<file path="src/rtl/pwm_bank.sv">
// pwm_bank -- CHANNELS PWM outputs sharing one free-running period counter.
// Define PWM_BANK_FADE_EN to step active duties by 1 per period toward pending.
module pwm_bank #(
    parameter int CHANNELS = 4,
    parameter int WIDTH    = 8,
    localparam int CW = (CHANNELS > 1) ? $clog2(CHANNELS) : 1
) (
    input  logic                clk,
    input  logic                reset,
    input  logic                enable,
    input  logic                wr_en,
    input  logic [CW-1:0]       wr_chan,
    input  logic [WIDTH-1:0]    wr_data,
    output logic [CHANNELS-1:0] pwm_out,
    output logic                period_start,
    output logic [CHANNELS-1:0] busy
);

    // Last count value; a period is 2^WIDTH-1 cycles so full duty stays high.
    localparam logic [WIDTH-1:0] MAX = {{(WIDTH-1){1'b1}}, 1'b0};

    logic [WIDTH-1:0] count;
    logic [WIDTH-1:0] pending [CHANNELS];
    logic [WIDTH-1:0] active  [CHANNELS];
    logic             boundary;

    assign boundary = enable && (count == MAX);

    // Shared period counter and first-cycle marker.
    always_ff @(posedge clk) begin
        if (reset) begin
            count        <= '0;
            period_start <= 1'b0;
        end else begin
            period_start <= enable && (count == '0);
            if (enable) begin
                if (count == MAX)
                    count <= '0;
                else
                    count <= count + WIDTH'(1);
            end
        end
    end

    // Host-side pending duties; out-of-range channels match nothing.
    always_ff @(posedge clk) begin
        if (reset) begin
            for (int i = 0; i < CHANNELS; i++)
                pending[i] <= '0;
        end else if (wr_en) begin
            for (int i = 0; i < CHANNELS; i++)
                if (wr_chan == CW'(i))
                    pending[i] <= wr_data;
        end
    end

    // Active duties change only at the period boundary, from pre-write pending.
    always_ff @(posedge clk) begin
        if (reset) begin
            for (int i = 0; i < CHANNELS; i++)
                active[i] <= '0;
        end else if (boundary) begin
            for (int i = 0; i < CHANNELS; i++) begin
`ifdef PWM_BANK_FADE_EN
                if (active[i] < pending[i])
                    active[i] <= active[i] + WIDTH'(1);
                else if (active[i] > pending[i])
                    active[i] <= active[i] - WIDTH'(1);
`else
                active[i] <= pending[i];
`endif
            end
        end
    end

    // Registered compare outputs and pending-vs-active status.
    always_ff @(posedge clk) begin
        if (reset) begin
            pwm_out <= '0;
            busy    <= '0;
        end else begin
            for (int i = 0; i < CHANNELS; i++) begin
                busy[i] <= (active[i] != pending[i]);
                if (enable)
                    pwm_out[i] <= (count < active[i]);
            end
        end
    end

endmodule

</file>
<file path="config.mk">
export PLATFORM = sky130hd
export DESIGN_NAME = pwm_bank
export DESIGN_NICKNAME = d
export VERILOG_FILES = /design/src/rtl/pwm_bank.sv
export SDC_FILE = /design/constraint.sdc
export NUM_CORES = 1
export LEC_CHECK = 0
export ABC_CLOCK_PERIOD_IN_PS = 4300
export CORE_UTILIZATION = 50
export DETAILED_ROUTE_END_ITERATION = 16
export PLACE_DENSITY = 0.69
export SLEW_MARGIN = 20
export SYNTH_ARGS = -nofsm -noshare
export SYNTH_HDL_FRONTEND = slang
export SYNTH_SLANG_ARGS = --single-unit
</file>
<file path="constraint.sdc">
create_clock -name clk -period 4.3 [get_ports clk]
set_clock_uncertainty 0.05 [all_clocks]
set_input_delay 1.29 -clock clk [delete_from_list [all_inputs] [get_ports clk]]
set_output_delay 1.29 -clock clk [all_outputs]
set_load 0.02 [all_outputs]
</file>
==> results.md <==
- Status: completed
- PwrDens: roughly 330 nW/um^2
- Inst Count DP: approximately 470
- Post-layout net count: 420
- Number of global-route vias before repair: between 2000 and 3000
- Largest fanout on the critical path: 32
- Worst slew margin: around half
- #FFs+latches synth: 81
- Tightest Pin Transition: around 720 ps
- DR vias/cell: ~5.3
- CP max stage cell: clkdlybuf4s50_1
- Area Growth Syn to Fin: 12.0%
- Max cap viols: 0
- Synthesized area: 4150 um^2
- DRT Pass-1 Iters: 6
- Worst skew pair latency: ~350 ps
- Critical Path Source: enable
- Switching share of power: 25.2%
- Critical path endpoint category: flip-flop
- P_sw: ~390 uW
- Simple-Gate Fraction of Synth Area: 17.7%
- Critical path buffers and inverters: 3
- Largest family of logic cells by synthesized area: simple AND/OR/NAND/NOR gates
- DR vias: 2553
- Syn Nets: between 300 and 400
- P_leak: around 0.0019 uW
- Final setup viols: 0
- R2r startpoint: count[1]
- Xor/xnor share of the synthesized area: 7.60%
- RSZ-0062 raised after global routing: false
- Num CTS Buffers: 9
- Clock share of power: between 30% and 40%
- CTS Sinks: 81
- Arrival @ worst endpoint: about 2800 ps
- Final cell count without fillers: just under 500
- Comb pwr share: between 8 and 9%
- Share of cells above drive strength 1: under 10%
- Class of the worst hold path: flip-flop to flip-flop
- Die area: 8670 um^2
- Synth cell types: 37
- Die W: between 90 and 100 um
- Final Routed Wirelength: between 7000 and 8000 um
- Slew Viols, Final: 0
- Max Clk Rate: between 300 and 400 MHz
- IO Pins: 23
- Residual DRC count: 0
- Int Pwr: 1160 uW
- Hold path startpoint: pwm_out[2]
- Number of port buffers: 22
- H-tree depth: 3
- Tmin final: a little under 3000 ps
- DP HPWL: around 5700 um
- CTS tree: yes
- Clock-pin slew on the worst setup and hold paths: around 80 ps
- Req. time, crit path: 4260 ps
- Mapped Avg Cell Area: roughly 12 um^2
- Wirelength per Cell: approximately 16 um
- Synth Flop Type: edfxtp_1
- Cells after synthesis: 346
- CP delay by family, top: buffers and inverters
- Worst path cell trace: clkdlybuf4s50_1 -> inv_1 -> o21bai_2 -> buf_4
- CTS root buf: clkbuf_8
- Die Ht: around 93 um
- Max incr delay on CP: around 690 ps
- Crit Path Class: input pin to flip-flop
- Cts repair resizes: 0
- GRT Total Usage: ~20%
- Asr flop ratio synth: 0%
- Global-route wire length before repair: between 10000 and 15000 um
- Adder-Cell Fraction of Synth Area: 9.35%
- Diode count: 0
- Maximum vdd drop: approximately 0.17 mV
- Fin Setup TNS: 0 ps
- Compound-Gate Fraction of Synth Area: ~6.7%
- Fill count: roughly 650
- GRT Residual Overflow: 0
- Sequential element share of the synthesized area: between 50 and 60%
- Final GP Congestion: between 0.8 and 0.9
- DR iter-0 viols: about 130
- Detail Route Antenna Nets: 0
- Starting density of the core: a little over half
- Post-CTS Repair Setup Buffers: 0
- Cts-stage hold buffer count: 0
- Initial antenna violation count: 0
- Post-synthesis mux area share: 0%
- CTS Buffer Depth: 2
- Syn. warnings: 0
- CP Launch Type: input pin
- Fin crit share: ~67%
- Largest net degree at the start of global routing: 33
- Final Hold Viols: 0
- EDFF count, synth: 64
- Rows: 32
- Sequential share of power: 59.2%
- Core footprint: ~8000 um^2
## power by group through the flow
stage               combinational (uW)  clock (uW)  sequential [uW]
floorplan                         73.7           0              932
global placement                   124           0              938
detailed placement                 128           0              938
CTS                                129         520              920
global route                       141         553              926
finish                             127         507              920
## per-layer routing
layer	part of all wire [%]	global-route usage [%]
met5	0	0
met4	2.9	11.0
met3	3.5	2.93
met2	45	32.1
met1	48	26.7
## registers in the layout, indices dropped and copies added (netlist names)
signal        flops
period_start      1
active           32
busy              4
pwm_out           4
count             8
pending          32
## cell usage after synthesis (2+ instances only)
cell	count	area (um^2)
and2_1	64	400
edfxtp_1	64	1920
xor2_1	34	298
inv_1	33	124
ha_1	31	388
dfxtp_1	17	340
a21oi_1	15	75.1
nand2_1	10	37.5
nor4_1	9	56.3
nor2_1	8	30.0
nor3_1	6	30.0
o2111ai_1	6	52.6
a211oi_1	4	30.0
a31o_2	4	35.0
nand4_1	4	25.0
o41ai_1	4	35.0
buf_6	3	33.8
nand2b_1	3	18.8
nor2b_1	3	18.8
or3b_1	3	26.3
nand3_1	2	10.0
o21ai_0	2	10.0
or4_1	2	15.0
xnor2_1	2	17.5
## per-stage QoR
| step | power (uW) | worst slack (ps) | util (%) | hold WS, ps | area [um^2] |
|---|---|---|---|---|---|
| after floorplan | 1010 | 639 | - | 478 | 4150 |
| after CTS | 1570 | 1450 | 58.9 | 416 | 4650 |
| final | 1550 | 1420 | 58.9 | 410 | 4650 |
| after global placement | 1060 | 1130 | 56.6 | 391 | 4470 |
| after global routing | 1620 | 1340 | 58.9 | 441 | 4650 |
| after detailed placement | 1070 | 1070 | 56.6 | 397 | 4470 |
## worst min-delay path, delay by kind of cell (launching register included)
family / cells / cell delay [ps]
flip-flops: 1 / 340
AND/OR/NAND/NOR: 1 / 50
AO/OA/AOI/OAI: 1 / 50
## worst paths after layout
check                 endpoint  slack, ps  depth (start not counted)
setup / recovery  active[3][4]       1420                          4
hold / removal      pwm_out[2]        410                          2
setup reg to reg  active[3][4]       2050                          4
hold reg to reg     pwm_out[2]        410                          2
## layout by cell type (no fill, tap or decap), types with 3 or more instances in the layout
cell type / instances
a211oi_1: 4
a21oi_1: 15
a31o_2: 4
and2_1: 64
clkbuf_8: 9
clkdlybuf4s50_1: 22
dfxtp_1: 17
edfxtp_1: 64
ha_1: 31
inv_1: 33
nand2_1: 10
nand2b_1: 3
nand4_1: 4
nor2_1: 8
nor2b_1: 3
nor3_1: 6
nor4_1: 9
o2111ai_1: 6
o41ai_1: 4
or3b_1: 3
xor2_1: 34
## final cells by class
| class | count | area [um^2] | share of cell area [%] |
|---|---|---|---|
| repair buffers | 24 | 235 | 5.06 |
| flip-flops and latches | 81 | 2260 | 48.7 |
| clock inverters | 6 | 52.6 | 1.13 |
| multi-input cells | 226 | 1720 | 37.0 |
| well taps | 102 | 128 | 2.75 |
| inverters | 33 | 124 | 2.67 |
| clock buffers | 10 | 128 | 2.75 |
## cells by family after synthesis
family	after synthesis
compound gates	40
xor+xnor	36
fa+ha+maj	31
buf+inv	39
flops	81
simple gates	119
Power figures use the tool's default switching activity.
